[src/rtl/pipe_pkg.sv]
// Shared types and constants for the RV32I pipeline sequencing controller.
package pipe_pkg;

  typedef enum logic [1:0] {
    S_RUN    = 2'd0,
    S_IMWAIT = 2'd1,
    S_DMWAIT = 2'd2,
    S_REDIR  = 2'd3
  } state_t;

  localparam logic [1:0] FWD_RF    = 2'd0;
  localparam logic [1:0] FWD_EXMEM = 2'd1;
  localparam logic [1:0] FWD_MEMWB = 2'd2;

endpackage

[src/rtl/pipe_ctrl_dep_cmp.sv]
// Register dependency comparator: one ID source against one stage destination.
// x0 never creates a dependency.
module dep_cmp (
  input  logic [4:0] src_addr,
  input  logic       src_use,
  input  logic [4:0] rd_addr,
  input  logic       rd_wr,
  output logic       match
);

  assign match = src_use && rd_wr && (rd_addr != 5'd0) && (src_addr == rd_addr);

endmodule

[src/rtl/pipe_ctrl.sv]
// Pipeline sequencing controller: stage enables, bubbles/flushes, forwarding selects.
// Build option: define PIPE_CTRL_FORWARD_EN to enable operand forwarding.
module pipe_ctrl
  import pipe_pkg::*;
(
  input  logic        i_clk,
  input  logic        i_rst_n,
  input  logic [4:0]  i_id_rs1_addr,
  input  logic [4:0]  i_id_rs2_addr,
  input  logic        i_id_rs1_use,
  input  logic        i_id_rs2_use,
  input  logic [4:0]  i_ex_rd_addr,
  input  logic [4:0]  i_mem_rd_addr,
  input  logic [4:0]  i_wb_rd_addr,
  input  logic        i_ex_rd_wr,
  input  logic        i_mem_rd_wr,
  input  logic        i_wb_rd_wr,
  input  logic        i_ex_DM_OE,
  input  logic        i_ex_redirect,
  input  logic        i_im_busy,
  input  logic        i_dm_busy,
  output logic        o_pc_en,
  output logic        o_if_id_en,
  output logic        o_id_ex_en,
  output logic        o_ex_mem_en,
  output logic        o_mem_wb_en,
  output logic        o_if_id_flush,
  output logic        o_id_ex_flush,
  output logic [1:0]  o_fwd_rs1_sel,
  output logic [1:0]  o_fwd_rs2_sel,
  output logic [31:0] o_stall_cnt
);

  state_t state, state_nxt;

  logic rs1_ex, rs1_mem, rs1_wb;
  logic rs2_ex, rs2_mem, rs2_wb;
  logic hazard;
  logic unused_sigs;

  dep_cmp u_rs1_ex  (.src_addr(i_id_rs1_addr), .src_use(i_id_rs1_use),
                     .rd_addr(i_ex_rd_addr),  .rd_wr(i_ex_rd_wr),  .match(rs1_ex));
  dep_cmp u_rs1_mem (.src_addr(i_id_rs1_addr), .src_use(i_id_rs1_use),
                     .rd_addr(i_mem_rd_addr), .rd_wr(i_mem_rd_wr), .match(rs1_mem));
  dep_cmp u_rs1_wb  (.src_addr(i_id_rs1_addr), .src_use(i_id_rs1_use),
                     .rd_addr(i_wb_rd_addr),  .rd_wr(i_wb_rd_wr),  .match(rs1_wb));
  dep_cmp u_rs2_ex  (.src_addr(i_id_rs2_addr), .src_use(i_id_rs2_use),
                     .rd_addr(i_ex_rd_addr),  .rd_wr(i_ex_rd_wr),  .match(rs2_ex));
  dep_cmp u_rs2_mem (.src_addr(i_id_rs2_addr), .src_use(i_id_rs2_use),
                     .rd_addr(i_mem_rd_addr), .rd_wr(i_mem_rd_wr), .match(rs2_mem));
  dep_cmp u_rs2_wb  (.src_addr(i_id_rs2_addr), .src_use(i_id_rs2_use),
                     .rd_addr(i_wb_rd_addr),  .rd_wr(i_wb_rd_wr),  .match(rs2_wb));

`ifdef PIPE_CTRL_FORWARD_EN
  // Only a load in EX cannot be forwarded in time; everything else bypasses.
  assign hazard      = i_ex_DM_OE && (rs1_ex || rs2_ex);
  // WB matches are covered by the write-first register file.
  assign unused_sigs = rs1_wb ^ rs2_wb;

  always_comb begin
    o_fwd_rs1_sel = FWD_RF;
    o_fwd_rs2_sel = FWD_RF;
    if (i_rst_n) begin
      if (rs1_ex)       o_fwd_rs1_sel = FWD_EXMEM;
      else if (rs1_mem) o_fwd_rs1_sel = FWD_MEMWB;
      if (rs2_ex)       o_fwd_rs2_sel = FWD_EXMEM;
      else if (rs2_mem) o_fwd_rs2_sel = FWD_MEMWB;
    end
  end
`else
  // Without bypassing, wait until the producer has reached WB.
  assign hazard        = rs1_ex || rs1_mem || rs2_ex || rs2_mem;
  assign unused_sigs   = rs1_wb ^ rs2_wb ^ i_ex_DM_OE;
  assign o_fwd_rs1_sel = FWD_RF;
  assign o_fwd_rs2_sel = FWD_RF;
`endif

  always_ff @(posedge i_clk) begin
    if (!i_rst_n) state <= S_RUN;
    else          state <= state_nxt;
  end

  always_comb begin
    state_nxt     = state;
    o_pc_en       = 1'b0;
    o_if_id_en    = 1'b0;
    o_id_ex_en    = 1'b0;
    o_ex_mem_en   = 1'b0;
    o_mem_wb_en   = 1'b0;
    o_if_id_flush = 1'b0;
    o_id_ex_flush = 1'b0;
    if (!i_rst_n) begin
      state_nxt     = S_RUN;
      o_if_id_flush = 1'b1;
      o_id_ex_flush = 1'b1;
    end else if (i_dm_busy) begin
      state_nxt = S_DMWAIT;
    end else if (state == S_REDIR) begin
      // Target already loaded; squash the wrong-path word until it returns.
      o_if_id_en    = 1'b1;
      o_id_ex_en    = 1'b1;
      o_ex_mem_en   = 1'b1;
      o_mem_wb_en   = 1'b1;
      o_if_id_flush = 1'b1;
      o_id_ex_flush = 1'b1;
      state_nxt     = i_im_busy ? S_REDIR : S_RUN;
    end else if (i_ex_redirect) begin
      o_pc_en       = 1'b1;
      o_if_id_en    = 1'b1;
      o_id_ex_en    = 1'b1;
      o_ex_mem_en   = 1'b1;
      o_mem_wb_en   = 1'b1;
      o_if_id_flush = 1'b1;
      o_id_ex_flush = 1'b1;
      state_nxt     = i_im_busy ? S_REDIR : S_RUN;
    end else if (i_im_busy || hazard) begin
      o_id_ex_en    = 1'b1;
      o_ex_mem_en   = 1'b1;
      o_mem_wb_en   = 1'b1;
      o_id_ex_flush = 1'b1;
      state_nxt     = i_im_busy ? S_IMWAIT : S_RUN;
    end else begin
      o_pc_en     = 1'b1;
      o_if_id_en  = 1'b1;
      o_id_ex_en  = 1'b1;
      o_ex_mem_en = 1'b1;
      o_mem_wb_en = 1'b1;
      state_nxt   = S_RUN;
    end
  end

  always_ff @(posedge i_clk) begin
    if (!i_rst_n)      o_stall_cnt <= 32'd0;
    else if (!o_pc_en) o_stall_cnt <= o_stall_cnt + 32'd1;
  end

endmodule
[config.mk]
export PLATFORM = sky130hd
export DESIGN_NAME = pipe_ctrl
export DESIGN_NICKNAME = d
export VERILOG_FILES = /design/src/rtl/pipe_pkg.sv /design/src/rtl/pipe_ctrl_dep_cmp.sv /design/src/rtl/pipe_ctrl.sv
export SDC_FILE = /design/constraint.sdc
export NUM_CORES = 1
export LEC_CHECK = 0
export ABC_CLOCK_PERIOD_IN_PS = 7100
export CAP_MARGIN = 30
export CORE_MARGIN = 4
export CORE_UTILIZATION = 40
export CTS_CLUSTER_DIAMETER = 120
export CTS_CLUSTER_SIZE = 28
export DETAILED_ROUTE_END_ITERATION = 8
export HOLD_SLACK_MARGIN = 0.1
export PLACE_DENSITY = 0.71
export SETUP_SLACK_MARGIN = 0.02
export SYNTH_ARGS = -nofsm -noshare
export SYNTH_HDL_FRONTEND = slang
export SYNTH_SLANG_ARGS = --single-unit
[constraint.sdc]
create_clock -name i_clk -period 7.1 [get_ports i_clk]
set_input_delay 1.42 -clock i_clk [delete_from_list [all_inputs] [get_ports i_clk]]
set_output_delay 1.42 -clock i_clk [all_outputs]
set_load 0.1 [all_outputs]
# == Word-level counts from Yosys, hierarchy flattened ==
# Cells that the tools add are included.
# totals
output_inout_bits,43
ff_bits,34
input_bits,36
# classes
reduce_logical,19
n_bitwise,1
eq_ne,5
addsub,1
mux,25
# op_table
op,n
$add 32x1->32 const B,1
$mux 1,21
$eq 5x5->1,4
$logic_and 1x1->1,12
$reduce_bool 5->1,2
$mux 2,4
$logic_or 1x1->1,4
$eq 2x2->1 const B,1
$reduce_or 2->1,1
$not 1->1,1

# == Logic depth before layout (Yosys ltp) ==
# Gate-level depths: netlist (run 1).
# logic_depth
word_depth,12
depth_mapped,9

# == Hierarchy ==
# Synthesis (run 1) repeated with hierarchy kept, for this count alone.
# hier_totals
cells_unflattened,231
hier_area_um2,2057.0
# modules_own_cells
mod,cells_per_inst,seq_area_each_um2,area_each_um2,n_inst
pipe_ctrl,191,680.7,1751.7,1
dep_cmp,10,0.0,76.3,4

# == Worst setup path before layout (run 1) ==
# Ideal clock, no wire load.
# synth_path
path_kind,input to output
startpoint,input port i_ex_redirect
endpoint,output port o_id_ex_flush
t_arrival_ps,4364
path_slack_ps,1316
n_path_buf,0
cell_stages,3
cell_sequence,a21oi_1 -> o21ai_0 -> a21o_1
# synth_via
elab_chain_cells,4
# synth_lines
element,line_no,text
from (decl),pipe_ctrl.sv:19,"input logic i_ex_redirect,"
$mux 1,pipe_ctrl.sv:107,end else if (i_ex_redirect) begin
$mux 1,pipe_ctrl.sv:98,end else if (state == S_REDIR) begin
$mux 1,pipe_ctrl.sv:96,end else if (i_dm_busy) begin
$mux 1,pipe_ctrl.sv:92,if (!i_rst_n) begin
to (decl),pipe_ctrl.sv:28,"output logic o_id_ex_flush,"
# Every way passes these cells.

# == Worst setup path in the final report (run 1) ==
# layout_path
startpoint,input port i_ex_rd_addr[0]
endpoint,output port o_if_id_en
# layout_via
elab_chain_cells,12
elab_cells_between_ends,16
# layout_lines
element,line_no,text
from (decl),pipe_ctrl.sv:12,"input logic [4:0] i_ex_rd_addr,"
$reduce_bool 5->1,pipe_ctrl_dep_cmp.sv:11,assign match = src_use && rd_wr && (rd_addr != 5'd0) && (src_addr == rd_addr);
$logic_and 1x1->1 (2 in a row),pipe_ctrl_dep_cmp.sv:11,
$logic_or 1x1->1,pipe_ctrl.sv:72,assign hazard = rs1_ex || rs1_mem || rs2_ex || rs2_mem;
$logic_or 1x1->1 * (2 in a row),pipe_ctrl.sv:72,
$logic_or 1x1->1 *,pipe_ctrl.sv:116,end else if (i_im_busy || hazard) begin
$mux 1 *,pipe_ctrl.sv:116,
$mux 1 *,pipe_ctrl.sv:107,
$mux 1 *,pipe_ctrl.sv:98,
$mux 1 *,pipe_ctrl.sv:96,
$mux 1 *,pipe_ctrl.sv:92,
to (decl),pipe_ctrl.sv:23,"output logic o_if_id_en,"
# Mark *: on every way between the ends. The rest lies on a longest branch, timed or not.

==> metrics, run 1 <==
Cell variety after synth=43; Row Count=25; H-tree depth=2; VDD IR-drop max=146 uV; post-CTS sizing=0; internal power=0.306 mW; worst min path class=register to register; dpl hpwl=3820 um; crit-path max FO=6; Async SR Flop Fraction=0%; vias in the first global route=1958; drt initial violations=84; power share of the combinational group=22.4%; postcts setup bufs=0; sequential fraction of the synthesis area=33.9%; Post-synth EDFFs=0; Area Overhead vs Synth=38.6%; worst slew pin tran=986 ps; largest net degree at the start of global routing=28; PwrDens=159 mW/mm2; Hold WS=473 ps; post-route cell area=0.00279 mm2; most frequent cells in the layout=66 x clkdlybuf4s50_1, 34 x dfxtp_1, 25 x a21oi_1; #FFs+latches synth=34; setup TNS=0 ps; Root Buffer=clkbuf_8; Sink Count=34; Initial Util=42.0%; RD Place Congestion=0.808; final WL=5220 um; clock slew at reported path FFs=70 ps; register area=681 um2; Core ar.=0.00479 mm2; Die Width=78.9 um; routed vias=2009; Final nets=352; CTS tree=done; clock network power share=33.3%; IO Port Bufs=67; total CTS buffers=5; status=finished clean; final hold violation count=0; Net Sw Power=0.137 mW; area of the multi-input gates=0.00121 mm2; die area=0.00623 mm2; Final ANT Viol Nets=0; # IOs=79; Fill cells=449; Post-synth top flop=dfxtp_1; Worst EP required=5680 ps; Cell Area, Synth=0.00201 mm2; clock skew=8.33 ps; CTS Hold Bufs=0; Area contributors post-synth=dfxtp_1 34%, xnor2_1 10%, a21oi_1 6.2%, or3_1 4.4%, nand2_1 4.1%; n_diodes=0; share of the synthesized area in the top cell type=33.9%; Clock Path Buffers=2; Routed WL per cell=13.6 um; leakage=0.896 nW; fin crit share=81.7%; Synthesis Warnings=0; DR vias/cell=5.25; initial antenna violation count=0; Setup CP Type=primary input to primary output; critical path capture point type=primary output; FMAX=172 MHz; Critical Path Start Type=primary input; Worst Path Arrival=4380 ps; Syn Area/Cell=8.01 um2; fin. max-slew vios=0; die height=78.9 um; Reg power frac=44.3%; max_cap viols=0; most common cell after layout, fill and taps aside=clkdlybuf4s50_1; Switching Share=31.0%; Remaining Overflow, GRT=0; global-route wire length before repair=8830 um; layout cells sized above 1=6.01%; clk_lat worst skew=280 ps; min cycle time layout=5800 ps; final setup fails=0; Slew headroom=34.1%; DRT Pass-1 Iters=4; leading area contributor after synthesis=dfxtp_1; Remaining DRCs=0; GRT Total Usage=17.3%; Cell Area, Placed=0.00270 mm2; RSZ-0062 raised after global routing=no; Post-Syn Instances=251
## kinds of logic after synthesis
kind of cell	Yosys count	share of synthesized area (%)
AND/OR/NAND/NOR	95	26.6
AO/OA/AOI/OAI	68	20.8
flip-flops	34	33.9
buffers and inverters	26	6.53
XOR/XNOR	24	10.5
multiplexers	2	0.996
adder cells (fa/ha/maj)	1	0.622
other	1	0.187
## through the flow
| step | utilization, % | total power, mW | setup WS, ps | std cells |
|---|---|---|---|---|
| after global routing | 58.2 | 0.463 | 1200 | 383 |
| after global placement | 56.3 | 0.299 | 1320 | 375 |
| after floorplan | - | 0.269 | 1320 | 254 |
| final | 58.2 | 0.443 | 1300 | 383 |
| after detailed placement | 56.3 | 0.300 | 1320 | 375 |
| after CTS | 58.2 | 0.451 | 1300 | 383 |
## layout make-up
| type | instances | share of cell area, % |
|---|---|---|
| Sequential cell | 34 | 24.4 |
| Multi-Input combinational cell | 194 | 43.4 |
| Timing Repair Buffer | 68 | 24.2 |
| Clock inverter | 1 | 0.180 |
| Clock buffer | 7 | 3.10 |
| Inverter | 12 | 1.62 |
| Tap cell | 67 | 3.01 |
## synthesized netlist by cell type, drive strengths merged (3+ instances only)
cell type  instances
dfxtp             34
or3               15
buf               11
nand3             10
nand4              9
a21o               3
o21ai             16
o31ai              7
a21oi             25
or4                9
inv               11
clkbuf             3
nor2              15
and2               5
nor3               3
nand2             22
o21a               6
xnor2             23
## registers in the layout, indices dropped and copies added, names as in the netlist
signal and cells:
o_stall_cnt 32, state 2
## worst paths after layout
path | startpoint | endpoint | slack (ps) | depth (start not counted)
max | i_ex_rd_addr[0] | o_if_id_en | 1300 | 6
min | o_stall_cnt[31] | o_stall_cnt[31] | 470 | 2
max reg2reg | o_stall_cnt[10] | o_stall_cnt[30] | 4690 | 7
min reg2reg | o_stall_cnt[31] | o_stall_cnt[31] | 470 | 2
## metal layers
metal | track usage, % | vias to the layer above | wire [um]
met1 | 21.5 | 921 | 2490
met5 | 0 | - | 0
li1 | - | 1024 | -
met4 | 4.64 | 0 | 30
met2 | 29.2 | 60 | 2360
met3 | 5.33 | 4 | 339
## critical path, stage by stage
cell and delay [ps]:
clkdlybuf4s50_1 480, or4_1 540, o21a_1 200, a221o_1 420
a21oi_1 170, clkdlybuf4s50_1 1150
## power groups by stage
| stage | Sequential, mW | Clock (mW) | Combinational, mW |
|---|---|---|---|
| after floorplan | 0.214 | 0 | 0.0547 |
| after global placement | 0.200 | 0 | 0.0987 |
| after detailed placement | 0.200 | 0 | 0.0992 |
| after CTS | 0.196 | 0.155 | 0.0996 |
| after global routing | 0.196 | 0.161 | 0.105 |
| final | 0.196 | 0.148 | 0.0992 |
No activity file was read; power rests on OpenSTA's default activity.
==> run 2, diff against run 1 <==
- ABC_CLOCK_PERIOD_IN_PS: 7100 -> 4800
- CORE_UTILIZATION: 40 -> 39
- PLACE_DENSITY: 0.71 -> 0.73
- clock period: 7.1 -> 4.8 ns (I/O delays scaled with it)
==> run 2 against run 1 <==
Global-route usage fell by 0.17 points. Die area rose by 2.3%. Via count rose by 0.95%. Largest power group unchanged.
==> metrics, run 2 (synthesis gave the netlist of run 1 again) <==
status=finished clean; worst min path class=register to register; Critical Path Start Type=primary input; clock slew at reported path FFs=70 ps; PnR worst setup slack=540 ps; n_diodes=0; final setup fails=0; drt initial violations=97; crit-path max FO=6; die area=0.00637 mm2; Hold WS=481 ps; most flop-heavy register=o_stall_cnt; min cycle time layout=4260 ps; final WL=5220 um; Worst EP required=3840 ps; biggest regs=o_stall_cnt: 32 flops, state: 2 flops; Routed WL per cell=13.6 um; most common cell after layout, fill and taps aside=clkdlybuf4s50_1; RSZ-0062 raised after global routing=no; fin crit share=88.7%; Reg power frac=43.9%; IO Port Bufs=67; # IOs=79; Worst Path Arrival=3300 ps; die height=79.8 um; setup TNS=0 ps; Area Overhead vs Synth=39.6%; Final nets=353; dpl hpwl=3920 um; postcts setup bufs=0; post-route cell area=0.00281 mm2; Initial Util=41.5%; final hold violation count=0; Power, Total=0.660 mW; power share of the combinational group=22.6%; fin. max-slew vios=0; max FFs per register=32; VDD IR-drop max=208 uV; layout cells sized above 1=8.52%; worst slew pin tran=999 ps; total CTS buffers=5; CTS tree=done; Slew headroom=33.2%; max_cap viols=0; critical path capture point type=primary output; Core ar.=0.00485 mm2; Root Buffer=clkbuf_8; Cell Area, Placed=0.00271 mm2; H-tree depth=2; Fill cells=464; Die Width=79.8 um; Row Count=25; routed vias=2028; internal power=0.453 mW; clock network power share=33.5%; RD Place Congestion=0.825; Clock Path Buffers=2; FMAX=235 MHz; CTS Hold Bufs=0; pre-CTS setup slack=549 ps; Sink Count=34; vias in the first global route=1946; Remaining DRCs=0; Switching Share=31.3%; GRT Total Usage=17.2%; global-route wire length before repair=8800 um; largest net degree at the start of global routing=28; PwrDens=235 mW/mm2; DR vias/cell=5.28; leakage=0.914 nW; Remaining Overflow, GRT=0; Setup CP Type=primary input to primary output; clk_lat worst skew=290 ps; Final ANT Viol Nets=0; Net Sw Power=0.206 mW; post-CTS sizing=0; DRT Pass-1 Iters=4; most frequent cells in the layout=60 x clkdlybuf4s50_1, 34 x dfxtp_1, 25 x a21oi_1; initial antenna violation count=0; clock skew=4.23 ps
## run 2: area by class of cell
cell class,count,area (um2),area share [%]
well taps,67,83.8,2.99
multi-input cells,194,1210,43.1
clock inverters,2,12.5,0.446
clock buffers,6,82.6,2.94
flip-flops and latches,34,681,24.2
repair buffers,69,693,24.7
inverters,12,45.0,1.60
## run 2: power groups by stage
stage	combinational, mW	sequential (mW)	clock (mW)
floorplan	0.0810	0.317	0
global placement	0.148	0.296	0
detailed placement	0.149	0.296	0
CTS	0.150	0.290	0.229
global route	0.158	0.290	0.241
finish	0.149	0.290	0.221
## run 2: layer usage
layer / track usage, % / share of wire (%)
met1: 22.2 / 47
met2: 27.8 / 44
met3: 4.18 / 7.2
met4: 5.91 / 1.7
met5: 0 / 0
## run 2: final timing paths
path,slack (ps),from,end,cells after the start
max,540,i_ex_rd_addr[0],o_pc_en,7
min,480,o_stall_cnt[31],o_stall_cnt[31],2
max reg2reg,2400,o_stall_cnt[10],o_stall_cnt[29],7
min reg2reg,480,o_stall_cnt[31],o_stall_cnt[31],2
## run 2: critical path, cell delays in order
cell and delay, ps:
clkdlybuf4s50_1 490, or4_1 540, o21a_1 190, a221o_1 420, a21o_1 280, inv_1 200, buf_12 210
## run 2: metrics by stage
step                util, %  std cells
floorplan                 -        254
global placement       55.9        376
detailed placement     55.9        376
CTS                    57.9        384
global route           57.9        384
finish                 57.9        384
==> run 3, diff against run 2 <==
- SETUP_SLACK_MARGIN: 0.02 -> 0.3
==> results of run 3 <==
No change in the layout: final DEF, timing and power equal those of run 2.
